## src/rtl/ahb_decoder_if.sv

```systemverilog
// ahb_decoder_if: bus-side signals of the AHB address decoder.
// The master modport is the driving side (address phase + bus ready);
// the slave modport is the decoder itself.
interface ahb_decoder_if;
    logic [31:0] haddr;
    logic [1:0]  htrans;
    logic        hready;
    logic        hsel_1;
    logic        hsel_2;
    logic        hsel_3;
    logic        hsel_4;
    logic [1:0]  sel;
    logic        dflt_active;
    logic        dflt_hreadyout;
    logic        dflt_hresp;

    modport master (
        output haddr, htrans, hready,
        input  hsel_1, hsel_2, hsel_3, hsel_4, sel,
        input  dflt_active, dflt_hreadyout, dflt_hresp
    );

    modport slave (
        input  haddr, htrans, hready,
        output hsel_1, hsel_2, hsel_3, hsel_4, sel,
        output dflt_active, dflt_hreadyout, dflt_hresp
    );
endinterface

```

## src/rtl/ahb_decoder.sv

```systemverilog
// ahb_decoder: decodes haddr[31:28] into four slave selects, registers the
// data-phase mux select and, when DEFAULT_SLAVE_EN is defined, provides a
// default slave that returns a two-cycle ERROR for unmapped active transfers.
// Without DEFAULT_SLAVE_EN, unmapped addresses alias to slave 4.
module ahb_decoder (
    input logic          hclk,
    input logic          hreset,
    ahb_decoder_if.slave bus
);
    logic [3:0] hsel_vec;
    logic       mapped;
    logic [1:0] slave_idx;
    logic [1:0] sel_q;

    // Combinational address-phase decode of the top address nibble
    always_comb begin
        hsel_vec  = 4'b0000;
        mapped    = 1'b1;
        slave_idx = 2'b11;
        unique case (bus.haddr[31:28])
            4'h0: begin
                hsel_vec  = 4'b0001;
                slave_idx = 2'b00;
            end
            4'h1: begin
                hsel_vec  = 4'b0010;
                slave_idx = 2'b01;
            end
            4'h2: begin
                hsel_vec  = 4'b0100;
                slave_idx = 2'b10;
            end
            4'h3: begin
                hsel_vec  = 4'b1000;
                slave_idx = 2'b11;
            end
            default: begin
`ifdef DEFAULT_SLAVE_EN
                mapped    = 1'b0;
`else
                hsel_vec  = 4'b1000;
`endif
            end
        endcase
    end

    assign bus.hsel_1 = hsel_vec[0];
    assign bus.hsel_2 = hsel_vec[1];
    assign bus.hsel_3 = hsel_vec[2];
    assign bus.hsel_4 = hsel_vec[3];

    // Data-phase select: loads on accepted address phase, 2'b11 when unmapped
    always_ff @(posedge hclk) begin
        if (hreset) begin
            sel_q <= 2'b00;
        end else if (bus.hready) begin
            sel_q <= mapped ? slave_idx : 2'b11;
        end
    end

    assign bus.sel = sel_q;

`ifdef DEFAULT_SLAVE_EN
    typedef enum logic [1:0] {StIdle, StErr1, StErr2} dflt_state_e;

    dflt_state_e state_q;
    logic        active_q;
    logic        hreadyout_q;
    logic        hresp_q;
    logic        err_req;

    // Only an accepted NONSEQ/SEQ to an unmapped address earns an ERROR
    assign err_req = bus.hready & ~mapped & bus.htrans[1];

    // Data phase ownership follows the last accepted address phase
    always_ff @(posedge hclk) begin
        if (hreset) begin
            active_q <= 1'b0;
        end else if (bus.hready) begin
            active_q <= ~mapped;
        end
    end

    // Default-slave FSM with registered ready/response
    always_ff @(posedge hclk) begin
        if (hreset) begin
            state_q     <= StIdle;
            hreadyout_q <= 1'b1;
            hresp_q     <= 1'b0;
        end else begin
            unique case (state_q)
                StIdle, StErr2: begin
                    if (err_req) begin
                        state_q     <= StErr1;
                        hreadyout_q <= 1'b0;
                        hresp_q     <= 1'b1;
                    end else begin
                        state_q     <= StIdle;
                        hreadyout_q <= 1'b1;
                        hresp_q     <= 1'b0;
                    end
                end
                StErr1: begin
                    state_q     <= StErr2;
                    hreadyout_q <= 1'b1;
                    hresp_q     <= 1'b1;
                end
                default: begin
                    state_q     <= StIdle;
                    hreadyout_q <= 1'b1;
                    hresp_q     <= 1'b0;
                end
            endcase
        end
    end

    assign bus.dflt_active    = active_q;
    assign bus.dflt_hreadyout = hreadyout_q;
    assign bus.dflt_hresp     = hresp_q;
`else
    assign bus.dflt_active    = 1'b0;
    assign bus.dflt_hreadyout = 1'b1;
    assign bus.dflt_hresp     = 1'b0;
`endif

    // Low address bits (and htrans when the default slave is absent) are not decoded
    logic unused_sigs;
    assign unused_sigs = ^{bus.haddr[27:0], bus.htrans};

endmodule

```

## src/flat_wrapper.sv

```systemverilog
// flat-port wrapper written by rule: the top's interface ports become plain ports
module ahb_decoder_flat 
  (hclk, hreset, bus_haddr, bus_htrans, bus_hready, bus_hsel_1, bus_hsel_2, bus_hsel_3, bus_hsel_4, bus_sel, bus_dflt_active, bus_dflt_hreadyout, bus_dflt_hresp);
  ahb_decoder_if bus_i ();
  input logic hclk;
  input logic hreset;
  input wire logic [$bits(bus_i.haddr)-1:0] bus_haddr;
  input wire logic [$bits(bus_i.htrans)-1:0] bus_htrans;
  input wire logic [$bits(bus_i.hready)-1:0] bus_hready;
  output wire logic [$bits(bus_i.hsel_1)-1:0] bus_hsel_1;
  output wire logic [$bits(bus_i.hsel_2)-1:0] bus_hsel_2;
  output wire logic [$bits(bus_i.hsel_3)-1:0] bus_hsel_3;
  output wire logic [$bits(bus_i.hsel_4)-1:0] bus_hsel_4;
  output wire logic [$bits(bus_i.sel)-1:0] bus_sel;
  output wire logic [$bits(bus_i.dflt_active)-1:0] bus_dflt_active;
  output wire logic [$bits(bus_i.dflt_hreadyout)-1:0] bus_dflt_hreadyout;
  output wire logic [$bits(bus_i.dflt_hresp)-1:0] bus_dflt_hresp;
  assign bus_i.haddr = bus_haddr;
  assign bus_i.htrans = bus_htrans;
  assign bus_i.hready = bus_hready;
  assign bus_hsel_1 = bus_i.hsel_1;
  assign bus_hsel_2 = bus_i.hsel_2;
  assign bus_hsel_3 = bus_i.hsel_3;
  assign bus_hsel_4 = bus_i.hsel_4;
  assign bus_sel = bus_i.sel;
  assign bus_dflt_active = bus_i.dflt_active;
  assign bus_dflt_hreadyout = bus_i.dflt_hreadyout;
  assign bus_dflt_hresp = bus_i.dflt_hresp;
  ahb_decoder u_core (.hclk(hclk), .hreset(hreset), .bus(bus_i));
endmodule
```

## config.mk

```make
export PLATFORM = sky130hd
export DESIGN_NAME = ahb_decoder_flat
export DESIGN_NICKNAME = d
export VERILOG_FILES = /design/src/rtl/ahb_decoder_if.sv /design/src/rtl/ahb_decoder.sv /design/src/flat_wrapper.sv
export SDC_FILE = /design/constraint.sdc
export NUM_CORES = 1
export LEC_CHECK = 0
export ABC_AREA = 1
export BUFFER_PORTS_ARGS = -buffer_cell sky130_fd_sc_hd__buf_2
export CORE_AREA = 3 3 40 42
export CTS_BUF_LIST = sky130_fd_sc_hd__clkbuf_8
export CTS_CLUSTER_DIAMETER = 150
export DETAILED_ROUTE_END_ITERATION = 12
export DIE_AREA = 0 0 43 45
export PLACE_DENSITY_LB_ADDON = 0.05
export SYNTH_ARGS = -nofsm -noshare
export SYNTH_HDL_FRONTEND = slang
export SYNTH_SLANG_ARGS = --single-unit
export TNS_END_PERCENT = 5
```

## constraint.sdc

```tcl
create_clock -name hclk -period 0.8 [get_ports hclk]
set_clock_uncertainty 0.1 [all_clocks]
set_input_delay 0.04 -clock hclk [delete_from_list [all_inputs] [get_ports hclk]]
set_output_delay 0.04 -clock hclk [all_outputs]
set_load 0.03 [all_outputs]
```

==> results.md <==
* Critical path's largest stage delay at between 0.3 and 0.4 ns
* Routed wire per std cell at 7.38 µm
* GRT overflow at 0
* Status: finished with violations
* Drt drc at 0
* Width of the die at 43 µm
* Vias post-DR at between 150 and 200
* Top-count cell post-synth: nor2_1
* Io pins at 46
* Top Metal Used: met3
* Fmax at about 1300 MHz
* Layout cell share with drive strength beyond 1 at 0.579
* DP Area at 219 µm²
* Post-synth EDFFs at 0
* Post-Route M1 WL at 152 µm
* P&R area growth vs syn at 92.1%
* Post-DRT Antenna Nets at 0
* Endpoint, Worst Hold: u_core.bus.sel[1]$_SDFFE_PP0P_
* Synth Area in XOR/XNOR at 0
* CP Max Fanout at 2
* Total GRT Usage at 0.0441
* Worst r2r path cells at 4
* Worst-path clk slew at 0.03 ns
* Die Span Y at approximately 45 µm
* Worst path arrival time at 0.65 ns
* GPL Wtd Cong at 0.610
* Max-cap violations at 0
* Worst reg2reg startpoint: u_core.bus.sel[1]$_SDFFE_PP0P_
* Setup crit start kind: flip-flop
* Cells on Worst Hold Path at 4
* Post-Synth Adder-Cell Area at 0
* Clock sink total at 2
* Worst skew pair latency at 0.21 ns
* VDD IR max at 0.748 mV
* Nets at 77
* Power Total at 0.000639 W
* Starting Density at 0.123
* Detailed placer's ending HPWL at between 300 and 400 µm
* Bufs on Longest Clock Path at 2
* Number of global-route vias before repair at 143
* Synth area leader: dfxtp_1
* Initial antenna violation count at 0
* Post-synthesis compound-gate area fraction at 0.0794
* Largest net degree at the start of global routing at 5
* Synth unique cells at 12
* Post-synthesis register bit count at 2
* CTS Buf Count at 3
* Part of the cycle the worst path needs at 0.990
* Final hold violations at 2
* Critical Path Sink Type: output pin
* Starting DRT DRC Count at 0
* Mux cell area share after synthesis at 0
* Worst Min Path Start: hreset
* Min cycle time layout at 0.792 ns
* Port Buffers at 12
* Setup repair bufs after CTS at 0
* Yosys warns at 0
* Syn avg cell area at 6.31 µm²
* Global-route wire length before repair at 586 µm
* Synth Area in Simple Gates at 0.381
* Failing checks: negative hold slack
* Rows at 13
* Buffers and inverters on the worst path at 1
* Register area share after synthesis at 0.254
* Total core area at 1280 µm²
* Worst hold margin at -0.0243 ns
* Reg2reg setup slack at 0.08 ns
* Fin area at 303 µm²
* Synth Cell Area at 158 µm²
* Die area at 1940 µm²
* Data required time of the critical path at around 0.66 ns
* RSZ-0062 raised after global routing: true
* Met3 routed WL at 34 µm
* Crit path kind: flip-flop to output pin
* Drt total wl at a little under 400 µm
* Synth Flop Type: dfxtp_1
* Static leakage at 0.155 nW
* Worst path cell trace: buf_6
* DRT Pass-1 Iters at 1
* CTS tree: built
* Worst path slowest cell: dfxtp_2
* Post-synth ARST share at 0
* Vias per inst at 3.40
* # H-tree levels at 1
* Top cell type's share of synthesized area at 0.254
* Largest family of logic cells by synthesized area: simple AND/OR/NAND/NOR gates
* Inserted Diodes at 0
* Largest cells by area after synthesis: dfxtp_1, buf_4, nor2_1, inv_1, nand2_1
* Power Dens Cells at 2110 nW/µm²
* Hold Path Class: input pin to flip-flop
* Final setup fails at 0
* Final Max Slew Viols at 0
* Delay-heaviest family, CP: flip-flops
* Clock root cell: clkbuf_8
* Post-Synthesis Cells at 25
* Max FFs per register at 2
* Reg2reg end: u_core.bus.sel[1]$_SDFFE_PP0P_
* Top cells by count, synth: nor2_1, buf_4, inv_1, nand2_1
* Metal2 WL at 204 µm
[layer usage]
| metal | up-vias | track usage |
|---|---|---|
| met5 | - | 0 |
| met4 | 0 | 0.0181 |
| met3 | 0 | 0.0359 |
| met2 | 8 | 0.0659 |
| met1 | 77 | 0.0456 |
| li1 | 95 | - |
[cells in the final DEF, fill, tap and decap left out, types with 2 or more instances in the layout]
cell type  n
buf_4      2
conb_1     3
nand2_1    2
clkbuf_8   3
buf_6      5
dfxtp_2    2
nor2_1     5
buf_2      5
inv_1      3
[stage by stage]
stage          utilization  setup TNS (ns)  instances  setup slack, ns
6_report             0.236               0         53          0.00783
2_1_floorplan            -         -0.0428         26          -0.0428
5_1_grt              0.236         -0.0596         53          -0.0335
4_1_cts              0.213        -0.00400         53         -0.00363
3_3_place_gp         0.170               0         50           0.0121
3_5_place_dp         0.170               0         50          0.00455
[how the worst max path moves through the flow]
| stage | from | endpoint | slack, ns | cells past startpoint |
|---|---|---|---|---|
| 2_1_floorplan | u_core.bus.sel[0]$_SDFFE_PP0P_ | u_core.bus.sel[0]$_SDFFE_PP0P_ | -0.04 | 2 |
| 3_3_place_gp | bus_haddr[31] | bus_hsel_2 | 0.01 | 5 |
| 3_5_place_dp | bus_haddr[31] | bus_hsel_2 | 0.005 | 5 |
| 4_1_cts | u_core.bus.sel[1]$_SDFFE_PP0P_ | bus_sel[1] | -0.004 | 1 |
| 5_1_grt | bus_haddr[30] | bus_hsel_3 | -0.03 | 5 |
| 6_report | u_core.bus.sel[1]$_SDFFE_PP0P_ | bus_sel[1] | 0.008 | 1 |
[cells by family (layout without fill, tap and decap cells)]
| kind of cell | after synthesis | in the layout |
|---|---|---|
| other | 2 | 3 |
| DFF | 2 | 2 |
| buffers and inverters | 7 | 19 |
| AOI/OAI and AO/OA | 2 | 2 |
| and+or+nand+nor | 12 | 12 |
[report_power, final]
group | internal, W | switching [W] | total [W]
Sequential | 0.000110 | 0.00000499 | 0.000115
Combinational | 0.0000511 | 0.0000826 | 0.000134
Clock | 0.000318 | 0.0000726 | 0.000390
[worst register-to-register path, stage by stage, from the launching register on]
cell	delay, ns
dfxtp_2	0.31
nor2_1	0.08
nor2_1	0.04
nand2_1	0.05
inv_1	0.03
[layout make-up]
cell class / instances / area [µm²]
fillers: 152 / 982
well taps: 15 / 18.8
clock buffers: 3 / 41.3
multi-input cells: 17 / 88.8
inverters: 4 / 15.0
flip-flops and latches: 2 / 42.5
repair buffers: 12 / 96.3
[repair_timing]
item / CTS / global route
resized for setup: 5 / 11
pin swaps: 0 / 2
hold endpoints to repair: 2 / 1
setup endpoints to repair: 2 / 5
gates cloned: 0 / 0
Note: power is estimated with default switching activity, not from simulation.
